==> src/rtl/particle_pkg.sv <==
// Shared constants, types and FSM encoding for the particle rasteriser.
package particle_pkg;

   localparam int FRAC_BITS = 4;
   localparam int GRID      = 16;
   localparam int CELL_W    = $clog2(GRID);

   typedef logic signed [31:0] pos_t;
   typedef logic [CELL_W-1:0]  cell_t;
   typedef logic [GRID-1:0]    row_t;

   typedef enum logic [2:0] {
      ST_IDLE,
      ST_CLEAR,
      ST_PLOT,
      ST_WAIT_VSYNC,
      ST_SWAP
   } raster_state_t;

endpackage

==> src/rtl/Counter.sv <==
// Modulo counter: counts 0..MAX while en_i is high, then wraps back to 0.
module Counter #(
   parameter int MAX   = 1023,
   parameter int WIDTH = (MAX > 0) ? $clog2(MAX + 1) : 1
) (
   input  logic             clk,
   input  logic             reset,
   input  logic             en_i,
   output logic [WIDTH-1:0] count_o
);

   logic [WIDTH-1:0] count_q, count_d;

   // NOTE: every always_comb output gets a default first, so no path leaves it unassigned and no latch is inferred.
   always_comb begin
      count_d = count_q;
      if (en_i) begin
         count_d = (count_q == WIDTH'(MAX)) ? '0 : count_q + 1'b1;
      end
   end

   // NOTE: flops take '<=' so every register samples pre-edge values; '=' is kept for always_comb only.
   always_ff @(posedge clk or posedge reset) begin
      if (reset) count_q <= '0;
      else       count_q <= count_d;
   end

   assign count_o = count_q;

endmodule

==> src/rtl/pos_to_cell.sv <==
// Converts a signed fixed-point position into a grid cell index, clamped to 0..GRID-1.
module pos_to_cell
   import particle_pkg::*;
(
   input  pos_t  pos_i,
   output cell_t cell_o
);

   pos_t shifted;

   always_comb begin
      shifted = pos_i >>> FRAC_BITS;
      if (shifted < 0)                       cell_o = '0;
      else if (shifted > pos_t'(GRID - 1))   cell_o = cell_t'(GRID - 1);
      else                                   cell_o = shifted[CELL_W-1:0];
   end

endmodule

==> src/rtl/particle_raster.sv <==
// Double-buffered 16x16 particle rasteriser with free-running row scan-out.
// Define RASTER_OVERLAP_EN to count plots that land on an already-set cell.
module particle_raster
   import particle_pkg::*;
#(
   parameter int NUM_PARTICLES = 4,
   parameter int ROW_CYCLES    = 1024
) (
   input  logic                        clk,
   input  logic                        reset,
   input  logic                        start,
   input  logic [NUM_PARTICLES*32-1:0] pos_x,
   input  logic [NUM_PARTICLES*32-1:0] pos_y,
   output logic                        busy,
   output logic                        done,
   output logic [3:0]                  row_sel,
   output logic [15:0]                 row_data,
   output logic [7:0]                  overlap_cnt
);

   localparam int SCAN_W = (ROW_CYCLES > 1) ? $clog2(ROW_CYCLES) : 1;
   localparam int IDX_W  = (NUM_PARTICLES > 1) ? $clog2(NUM_PARTICLES) : 1;

   logic [SCAN_W-1:0] scan_cnt;
   logic              scan_wrap;
   logic              vsync;
   cell_t             row_sel_q, row_sel_d;
   row_t              row_data_q, row_data_d;

   raster_state_t     state_q, state_d;
   cell_t             clr_q, clr_d;
   logic [IDX_W-1:0]  idx_q, idx_d;
   logic              front_sel_q, front_sel_d;
   logic              back_sel;
   logic              take_start;

   pos_t              snap_x_q [NUM_PARTICLES];
   pos_t              snap_y_q [NUM_PARTICLES];
   row_t              fb_q [2][GRID];
   cell_t             cell_x, cell_y;

   Counter #(
      .MAX   (ROW_CYCLES - 1),
      .WIDTH (SCAN_W)
   ) u_scan_cnt (
      .clk     (clk),
      .reset   (reset),
      .en_i    (1'b1),
      .count_o (scan_cnt)
   );

   assign scan_wrap   = (scan_cnt == SCAN_W'(ROW_CYCLES - 1));
   assign vsync       = scan_wrap && (row_sel_q == cell_t'(GRID - 1));
   assign row_sel_d   = scan_wrap ? row_sel_q + 1'b1 : row_sel_q;
   assign take_start  = (state_q == ST_IDLE) && start;
   assign back_sel    = ~front_sel_q;
   assign front_sel_d = front_sel_q ^ (state_q == ST_SWAP);
   // Read through the post-edge front select so the first sample after a swap is already the new frame.
   assign row_data_d  = fb_q[front_sel_d][row_sel_q];

   always_comb begin
      state_d = state_q;
      clr_d   = clr_q;
      idx_d   = idx_q;
      case (state_q)
         ST_IDLE: begin
            if (start) begin
               state_d = ST_CLEAR;
               clr_d   = '0;
            end
         end
         ST_CLEAR: begin
            clr_d = clr_q + 1'b1;
            if (clr_q == cell_t'(GRID - 1)) begin
               state_d = ST_PLOT;
               idx_d   = '0;
            end
         end
         ST_PLOT: begin
            idx_d = idx_q + 1'b1;
            if (idx_q == IDX_W'(NUM_PARTICLES - 1)) state_d = ST_WAIT_VSYNC;
         end
         ST_WAIT_VSYNC: begin
            if (vsync) state_d = ST_SWAP;
         end
         ST_SWAP: state_d = ST_IDLE;
         default: state_d = ST_IDLE;
      endcase
   end

   always_ff @(posedge clk or posedge reset) begin
      if (reset) begin
         state_q     <= ST_IDLE;
         clr_q       <= '0;
         idx_q       <= '0;
         front_sel_q <= 1'b0;
         row_sel_q   <= '0;
         row_data_q  <= '0;
      end else begin
         state_q     <= state_d;
         clr_q       <= clr_d;
         idx_q       <= idx_d;
         front_sel_q <= front_sel_d;
         row_sel_q   <= row_sel_d;
         row_data_q  <= row_data_d;
      end
   end

   always_ff @(posedge clk or posedge reset) begin
      if (reset) begin
         for (int i = 0; i < NUM_PARTICLES; i++) begin
            snap_x_q[i] <= '0;
            snap_y_q[i] <= '0;
         end
      end else if (take_start) begin
         for (int i = 0; i < NUM_PARTICLES; i++) begin
            snap_x_q[i] <= pos_x[32*i +: 32];
            snap_y_q[i] <= pos_y[32*i +: 32];
         end
      end
   end

   pos_to_cell u_cell_x (.pos_i(snap_x_q[idx_q]), .cell_o(cell_x));
   pos_to_cell u_cell_y (.pos_i(snap_y_q[idx_q]), .cell_o(cell_y));

   // NOTE: the framebuffers live in flops rather than RAM so they can be reset; the display must come up blank.
   always_ff @(posedge clk or posedge reset) begin
      if (reset) begin
         for (int b = 0; b < 2; b++) begin
            for (int r = 0; r < GRID; r++) fb_q[b][r] <= '0;
         end
      end else if (state_q == ST_CLEAR) begin
         fb_q[back_sel][clr_q] <= '0;
      end else if (state_q == ST_PLOT) begin
         fb_q[back_sel][cell_y][cell_x] <= 1'b1;
      end
   end

`ifdef RASTER_OVERLAP_EN
   logic [7:0] ovl_q, ovl_d, ovl_out_q;
   logic       hit;

   assign hit = fb_q[back_sel][cell_y][cell_x];

   always_comb begin
      ovl_d = ovl_q;
      if (take_start) ovl_d = '0;
      else if ((state_q == ST_PLOT) && hit && (ovl_q != 8'hFF)) ovl_d = ovl_q + 1'b1;
   end

   always_ff @(posedge clk or posedge reset) begin
      if (reset) begin
         ovl_q     <= '0;
         ovl_out_q <= '0;
      end else begin
         ovl_q <= ovl_d;
         if (state_q == ST_SWAP) ovl_out_q <= ovl_q;
      end
   end

   assign overlap_cnt = ovl_out_q;
`else
   assign overlap_cnt = 8'd0;
`endif

   assign busy     = (state_q != ST_IDLE);
   assign done     = (state_q == ST_SWAP);
   assign row_sel  = row_sel_q;
   assign row_data = row_data_q;

endmodule
==> config.mk <==
export PLATFORM = sky130hd
export DESIGN_NAME = particle_raster
export DESIGN_NICKNAME = d
export VERILOG_FILES = /design/src/rtl/particle_pkg.sv /design/src/rtl/Counter.sv /design/src/rtl/pos_to_cell.sv /design/src/rtl/particle_raster.sv
export SDC_FILE = /design/constraint.sdc
export NUM_CORES = 2
export LEC_CHECK = 0
export ABC_AREA = 1
export CAP_MARGIN = 20
export CORE_MARGIN = 2
export CORE_UTILIZATION = 55
export CTS_BUF_LIST = sky130_fd_sc_hd__clkbuf_8 sky130_fd_sc_hd__clkbuf_16
export CTS_CLUSTER_DIAMETER = 60
export CTS_CLUSTER_SIZE = 10
export DETAILED_ROUTE_END_ITERATION = 10
export PLACE_DENSITY = 0.75
export SLEW_MARGIN = 20
export SYNTH_ARGS = -nofsm -noshare
export SYNTH_HDL_FRONTEND = slang
export SYNTH_SLANG_ARGS = --single-unit
==> constraint.sdc <==
create_clock -name clk -period 28.8 [get_ports clk]
set_clock_uncertainty 0.2 [all_clocks]
set_input_delay 4.32 -clock clk [delete_from_list [all_inputs] [get_ports clk]]
set_output_delay 4.32 -clock clk [all_outputs]
set_load 0.02 [all_outputs]
# Yosys cells after proc, flatten, opt, wreduce, memory -nomap -nowiden
# Index checks and enable logic that the tools add are counted.
totals:
  input_bits: 259
  latchBits: 0
  ram_bits: 0
  ff_bits: 808
  romBits: 0
  memories: 0
op_classes:
  reduce_logical: 13
  mul: 0
  n_addsub: 4
  bitwise: 11
  n_shift: 0
  div: 0
  muxes: 38
  eq_ne: 12
  order_cmp: 15
ops:
  columns: ["operator", "count"]
  rows:
  - ["two-way mux 256 bit", 5]
  - ["two-way mux 512 bit", 2]
  - ["AND 512 bit", 1]
  - ["demux 256 bit (select 1 bit)", 2]
  - ["NOT 512 bit", 1]
  - ["bitwise OR 512 bit", 1]
  - ["binary-select mux 32 bit (select 2 bit)", 2]
  - ["demux 16 bit (select 4 bit)", 2]
  - ["two-way mux 32 bit", 4]
  - ["binary-select mux 16 bit (select 4 bit)", 1]
  - ["two-way mux 16 bit", 4]
  - ["greater-than comparator 28 x 5 -> 1 bit (second input constant)", 2]
  - ["less-than comparator 28 x 1 -> 1 bit (second input constant)", 2]
  - ["two-way mux 4 bit", 5]
  - [">= comparator 5 bit (second input constant)", 3]
  - ["NOT 4 -> 5 bit", 3]
  - ["two-way mux 3 bit", 4]
  - ["one-hot mux 3 bit (4 select lines)", 1]
  - ["adder 10 x 1 -> 10 bit (second input constant)", 1]
  - ["equality test 10 bit (second input constant)", 1]
  - ["less-than comparator 5 x 1 -> 1 bit (second input constant)", 2]
  - ["two-way mux 10 bit", 1]
  - ["adder 4 x 1 -> 4 bit (second input constant)", 2]
  - ["equality test 4 bit (second input constant)", 2]
  - ["26 further kinds", 39]

# Longest topological paths before layout
depth:
  ltp_word: 18
  depth_mapped: 17

# By module
# A second synthesis with hierarchy kept.
unflattened:
  hier_cells: 4416
  hier_area_um2: 38916.1
by_module_without_submodules:
  columns: ["module", "seq_area_each_um2", "cells_each", "instances", "area_per_inst_um2"]
  rows:
  - ["particle_raster", 19969.2, 4291, 1, 38131.6]
  - ["Counter", 250.2, 65, 1, 541.8]
  - ["pos_to_cell", 0.0, 30, 2, 121.4]

# Worst setup path before layout
# Ideal clock, no wire load.
synth_path:
  kind: "input-to-reg"
  startpoint: "in start"
  endpoint: "reg snap_y_q[10] (netlist bit)"
  path_stages: 4
  arrival_ns: 5.536
  n_path_buf: 2
  path_slack_ns: 22.939
  required_time_ns: 28.475
  setup_ns: 0.125
  cell_sequence: "nand3_1 -> clkbuf_1 -> clkbuf_1 -> mux2_2"
synth_via:
  elab_chain_cells: 1
synth_lines:
  columns: ["item", "line_no", "text"]
  rows:
  - ["start: declaration", "particle_raster.sv:11", "input logic start,"]
  - ["logical AND 1 bit", "particle_raster.sv:55", "assign take_start = (state_q == ST_IDLE) && start;"]
  - ["end signal: indexed assignment", "particle_raster.sv:118", "snap_y_q[i] <= pos_y[32*i +: 32];"]
  - ["end: declaration", "particle_raster.sv:38", "pos_t snap_y_q [NUM_PARTICLES];"]
# Every way passes these cells.
# A chain may end at the register's enable or synchronous reset.

# Worst setup path after layout
layout_path:
  startpoint: "reg state_q[1]"
  endpoint: "out done"
layout_via:
  elab_chain_cells: 1
layout_lines:
  columns: ["item", "line_no", "text"]
  rows:
  - ["start: declaration", "particle_raster.sv:30", "raster_state_t state_q, state_d;"]
  - ["start signal: assignment", "particle_raster.sv:100", "state_q <= state_d;"]
  - ["equality test 3 bit", "particle_raster.sv:167", "assign done = (state_q == ST_SWAP);"]
  - ["end: declaration", "particle_raster.sv:15", "output logic done,"]
# Every way passes these cells.

==> metrics <==
GPL Wtd Cong 0.8588; Antenna Nets Post-Route 0; grt total ovfl 0; H-tree Lvls 3; Min Hold Slack 0.3030 ns; Clk Latency, worst-skew pair 0.65 ns; Slew headroom 19.24%; Seq. cell area 19,430 µm²; FF+latch count, synth 776; final hold violations 0; post-CTS sizing 0; Critical Path AT 2.36 ns; Crit. End Element output pin; RSZ-0062 raised after global routing false; fillers 6,089; CP endpoint done; drt drc 0; TritonCTS clock tree yes; Die ar. 74,480 µm²; CP max FO 5; Die X 272.9 µm; Starting Density 55.63%; Max Root-Sink Buffers 3; initial DRC count 4,236; post-synthesis sequential area ratio 48.83%; beginning of the critical path state_q[1]$_DFFE_PP0P_; clock input transition at the sequential cells of the worst setup and hold paths 0.06 ns; initial antenna violation count 11; post-layout min period 6.884 ns; period utilization 23.90%; vias in the first global route 33,940; num ports 289; R2R depth 14; leakage 0.01916 µW; area of the multi-input gates 17,000 µm²; post-synth top area cell dfrtp_1; achievable clock frequency 145.3 MHz; CTS Sinks 776; Nets 5,048; # port buffers 248; Max-Cap Viols 0; Slew @ Worst Pin 1.211 ns; worst path required time 24.28 ns; detailed-route wire length per cell 21.27 µm; detailed-route via count 35,140; postcts setup bufs 0; Die Height 272.9 µm; share of layout cells above drive strength 1 9.862%; leading cell type in the layout, fill and taps excluded nand2_1; maximum number of pins on one net before global-route repair 198; Num CTS Buffers 88; Pre-antenna DRT Iters 7; Hold-fix buffers, CTS 0; status completed; post-synth top area share 48.83%; R2R Path Start state_q[1]$_DFFE_PP0P_; hpwl dp 73,920 µm; WL final 122,400 µm; setup_tns 0 ns; synth unique cells 40; CP Launch Type flop; post-layout util 62.60%; worst hold path type reg2reg; Cells after Synth 4,744; Crit Path Class reg2out; Setup violations, final 0; most frequent cells in the layout nand2_1 (827), dfrtp_1 (773), nand3_1 (481), a21oi_1 (466), inv_1 (451); synthesized area per cell 8.383 µm²; post-synthesis cell area 39,770 µm²; core area 71,490 µm²; FP Rows 98; via/cell ratio 6.110; Synth Warn # 0; All-Layer GR Usage 32.85%; Final Max Tran Viols 0; FF-to-FF setup slack 23.72 ns; Synth-to-Final Area Change 12.52%; R2R Path End row_data[2]$_DFF_PP0_; Power Dens Cells 94.10 nW/µm²; Peak supply drop 0.08085 mV; first-pass GRT wire length 191,900 µm; Synth area leaders dfrtp_1 (49%), nand2_1 (7.8%), nand3_1 (6.1%); Root Buffer clkbuf_16
-- state kept, by name, summed over array words and instances, names as in the netlist --
name	flops
idx_q	2
row_sel	4
front_sel_q	1
state_q	3
snap_y_q	112
row_data	16
snap_x_q	112
clr_q	4
fb_q	512
u_scan_cnt.count_o	10
-- power breakdown --
| group | internal, µW | total, µW | switching [µW] |
|---|---|---|---|
| clock network | 560 | 1000 | 440 |
| logic | 518 | 1780 | 1260 |
| registers | 1280 | 1430 | 145 |
| total | 2360 | 4210 | 1850 |
-- cells by family after synthesis --
family	Yosys count	share of synthesized area, %
AND/OR/NAND/NOR	1747	19.82
XOR/XNOR	7	0.1542
multiplexers	206	5.833
other	1	0.009429
AO/OA/AOI/OAI	1178	16.49
adder cells (fa/ha/maj)	7	0.2202
flip-flops	776	48.83
buffers and inverters	822	8.642
-- layer usage --
| layer | global-route usage, % | vias to the layer above | wire length, µm |
|---|---|---|---|
| met2 | 50.90 | 1823 | 55480 |
| li1 | - | 16000 | - |
| met4 | 16.54 | 12 | 6219 |
| met5 | 0 | - | 77 |
| met1 | 42.65 | 16970 | 47170 |
| met3 | 8.787 | 343 | 13420 |
-- worst max-delay path, stage by stage, from the launching register on --
cell and delay (ns):
dfrtp_1 0.40, inv_1 0.18, nand3_1 0.16, inv_1 0.30, clkdlybuf4s50_1 0.67
-- synth_stat cells (all sizes together) --
cell,count
ha,7
o211ai,189
o22ai,94
clkbuf,210
mux2,206
nand2,836
o21ai,409
nor4,1
a31oi,1
nor2,322
xor2,6
buf,150
o221ai,14
conb,1
xnor2,1
dfrtp,776
clkinv,2
nand4,42
nand3,498
inv,460
nor3,28
a21oi,470
or2,20
a22o,1
-- per-stage QoR --
step	instances	power, µW	setup slack, ns	instance area, µm²
2_1_floorplan	4751	2680	2.495	39800
3_3_place_gp	5639	3149	21.39	42270
3_5_place_dp	5639	3183	21.40	42270
4_1_cts	5743	4182	21.93	44670
5_1_grt	5748	4434	21.73	44740
6_report	5752	4211	21.92	44750
-- how the worst min path moves through the flow --
stage | to | slack [ns] | from | cells after the start
after floorplan | u_scan_cnt.count_o[2]$_DFF_PP0_ | 0.26 | u_scan_cnt.count_o[2]$_DFF_PP0_ | 1
after global placement | u_scan_cnt.count_o[2]$_DFF_PP0_ | 0.28 | u_scan_cnt.count_o[2]$_DFF_PP0_ | 1
after detailed placement | u_scan_cnt.count_o[6]$_DFF_PP0_ | 0.29 | u_scan_cnt.count_o[6]$_DFF_PP0_ | 2
after CTS | u_scan_cnt.count_o[6]$_DFF_PP0_ | 0.30 | u_scan_cnt.count_o[6]$_DFF_PP0_ | 2
after global routing | snap_y_q[36]$_DFFE_PP0P_ | 0.32 | snap_y_q[36]$_DFFE_PP0P_ | 1
final | u_scan_cnt.count_o[6]$_DFF_PP0_ | 0.30 | u_scan_cnt.count_o[6]$_DFF_PP0_ | 2
-- area by class of cell --
| cell class | count | area share [%] |
|---|---|---|
| clock inverters | 11 | 0.2293 |
| multi-input cells | 3153 | 37.98 |
| inverters | 462 | 3.942 |
| well taps | 950 | 2.656 |
| diodes | 6 | 0.03355 |
| repair buffers | 301 | 6.618 |
| clock buffers | 93 | 5.125 |
| flip-flops and latches | 776 | 43.41 |
No activity file was read; power rests on OpenSTA's default activity.
==> edit (config.mk and constraints unchanged) <==
Re-encode `raster_state_t` (5 states) as Gray code, 3 bits wide.
--- a/src/rtl/particle_pkg.sv
+++ b/src/rtl/particle_pkg.sv
@@ -10,11 +10,11 @@
    typedef logic [GRID-1:0]    row_t;
 
    typedef enum logic [2:0] {
-      ST_IDLE,
-      ST_CLEAR,
-      ST_PLOT,
-      ST_WAIT_VSYNC,
-      ST_SWAP
+      ST_IDLE       = 3'b000,
+      ST_CLEAR      = 3'b001,
+      ST_PLOT       = 3'b011,
+      ST_WAIT_VSYNC = 3'b010,
+      ST_SWAP       = 3'b110
    } raster_state_t;
 
 endpackage
Function: same outputs for any inputs over 4 cycles, from zero or initial values and one cycle with reset high; so few cycles prove little.
==> edit against the unedited design <==
  * Worst setup slack got worse by 0.50 ns
  * Hold slack got worse by 0.033 ns
  * Area after synthesis is 1.4% lower
  * Routed wire length up 2.1%
  * Final area shrank 1.5%
  * Highest routed layer is now met4
  * Register-to-register slack better by 0.26 ns
  * Fmax is 6.7% lower
  * Sequential cell count is the same
Power is not compared: it rests on default switching activity, and its combinational part moved more than twofold at a synthesized area within 25%.
==> edit: results (changes against the unedited design) <==
\begin{tabular}{lr}
\hline
Metric & Value \\
\hline
\multicolumn{2}{l}{\textbf{Outcome}} \\
Run status & completed (unchanged) \\
\multicolumn{2}{l}{\textbf{Drt}} \\
Iter 0 DRT Violations & 4443 (was 4236) \\
Vias per inst & 6.04 (was 6.11) \\
Drt pass-1 iters & 8 (was 7) \\
Total routed wirelength & 125000 um (was 122000 um) \\
\multicolumn{2}{l}{\textbf{Synth}} \\
Synth cell types & 39 (was 40) \\
Commonest cells post-synth & sky130\_fd\_sc\_hd\_\_nand2\_1, sky130\_fd\_sc\_hd\_\_dfrtp\_1, sky130\_fd\_sc\_hd\_\_o21ai\_0 (was sky130\_fd\_sc\_hd\_\_nand2\_1, sky130\_fd\_sc\_hd\_\_dfrtp\_1, sky130\_fd\_sc\_hd\_\_nand3\_1) \\
Dominant cells by area after synthesis & sky130\_fd\_sc\_hd\_\_dfrtp\_1, sky130\_fd\_sc\_hd\_\_nand2\_1, sky130\_fd\_sc\_hd\_\_o21ai\_0 (was sky130\_fd\_sc\_hd\_\_dfrtp\_1, sky130\_fd\_sc\_hd\_\_nand2\_1, sky130\_fd\_sc\_hd\_\_nand3\_1) \\
Fraction of the yosys area taken by sequential cells & 0.495 (was 0.488) \\
\multicolumn{2}{l}{\textbf{Worst setup path}} \\
Reg-to-Reg End & row\_data[5] (was row\_data[2]) \\
Crit path DAT & 7.88 ns (was 2.36 ns) \\
Worst reg2reg path startpoint & state\_q[0] (was state\_q[1]) \\
Depth of the worst register-to-register path & 13 (was 14) \\
Reg2reg setup slack & 23.98 ns (was 23.72 ns) \\
CP Launch Type & input port (was flop) \\
Library cell contributing the largest single delay on the critical path & sky130\_fd\_sc\_hd\_\_buf\_4 (was sky130\_fd\_sc\_hd\_\_clkdlybuf4s50\_1) \\
Largest driver fanout on the critical path & 125 (was 5) \\
\multicolumn{2}{l}{\textbf{Finish}} \\
Total Nets Final & 5395 (was 5048) \\
Fraction of final layout cells sized beyond drive strength 1 & 0.0447 (was 0.0986) \\
\multicolumn{2}{l}{\textbf{Timing}} \\
Final Hold Slack & 0.270 ns (was 0.303 ns) \\
\multicolumn{2}{l}{\textbf{Global routing}} \\
Wire length of the first global-routing pass & 196000 um (was 192000 um) \\
Number of antenna violations at the first check in global routing & 2 (was 11) \\
Pin count of the biggest net entering global routing & 245 (was 198) \\
Vias in the first global route & 35307 (was 33941) \\
Aggregate global-route resource usage & 0.338 (was 0.329) \\
\multicolumn{2}{l}{\textbf{Placement}} \\
Final RePlAce weighted congestion & 0.898 (was 0.859) \\
Detailed placer's ending HPWL & 74900 um (was 73900 um) \\
\multicolumn{2}{l}{\textbf{Hold path}} \\
Hold Path Sink & snap\_y\_q[100] (was u\_scan\_cnt.count\_o[6]) \\
\hline
\end{tabular}
-- edit: per-layer routing --
| metal | routed length (um) | GRT usage |
|---|---|---|
| met2 | 55500 | 0.512 |
| met5 | 0 | 0 |
| met4 | 7600 | 0.187 |
| met3 | 12700 | 0.0738 |
| met1 | 49100 | 0.452 |
-- edit: per-stage QoR --
step | setup WS (ns) | instances
after global routing | 20.87 | 6086
final | 21.42 | 6086
after CTS | 21.19 | 6084
after detailed placement | 20.55 | 5979
after global placement | 20.56 | 5979
after floorplan | 2.50 | 5126
-- edit: cells by family after synthesis --
logic type                 after synthesis  synth area share
other                                    1         0.0000956
AOI/OAI and AO/OA                     1277             0.176
xor gates and xnor gates                 6           0.00134
adders and majority gates                7           0.00223
and+or+nand+nor                       2245             0.241
DFF                                    776             0.495
buffers and inverters                  807            0.0846
-- edit: layout make-up --
cell class                 instances  area (um^2)  area share
timing repair buffer             299         2890      0.0656
clock inverter                    12         87.6     0.00199
multi-input combinational       3543        16600       0.376
inverter                         421         1610      0.0365
clock buffer                      93         2300      0.0523
sequential                       776        19400       0.441
antenna                            2         5.00    0.000114
tap                              940         1180      0.0267
-- edit: report_power, final --
group,switching (uW),internal (uW)
combinational,63.3,44.1
sequential,13.2,1110
clock,430,569
total,507,1720
-- edit: worst max path at each step --
stage / depth (start not counted) / startpoint / slack, ns / end
after floorplan: 1 / reset / 2.50 / clr_q[0]
after global placement: 5 / reset / 20.56 / snap_y_q[114]
after detailed placement: 5 / reset / 20.55 / snap_y_q[113]
after CTS: 5 / reset / 21.19 / snap_y_q[78]
after global routing: 5 / reset / 20.87 / snap_y_q[110]
final: 5 / reset / 21.42 / snap_y_q[75]
-- edit: worst reg2reg max path, delay by kind of cell (launching register included) --
family | cells | cell delay, ns
buf+inv | 4 | 2.01
flops | 1 | 0.41
simple gates | 7 | 1.36
compound gates | 2 | 0.76
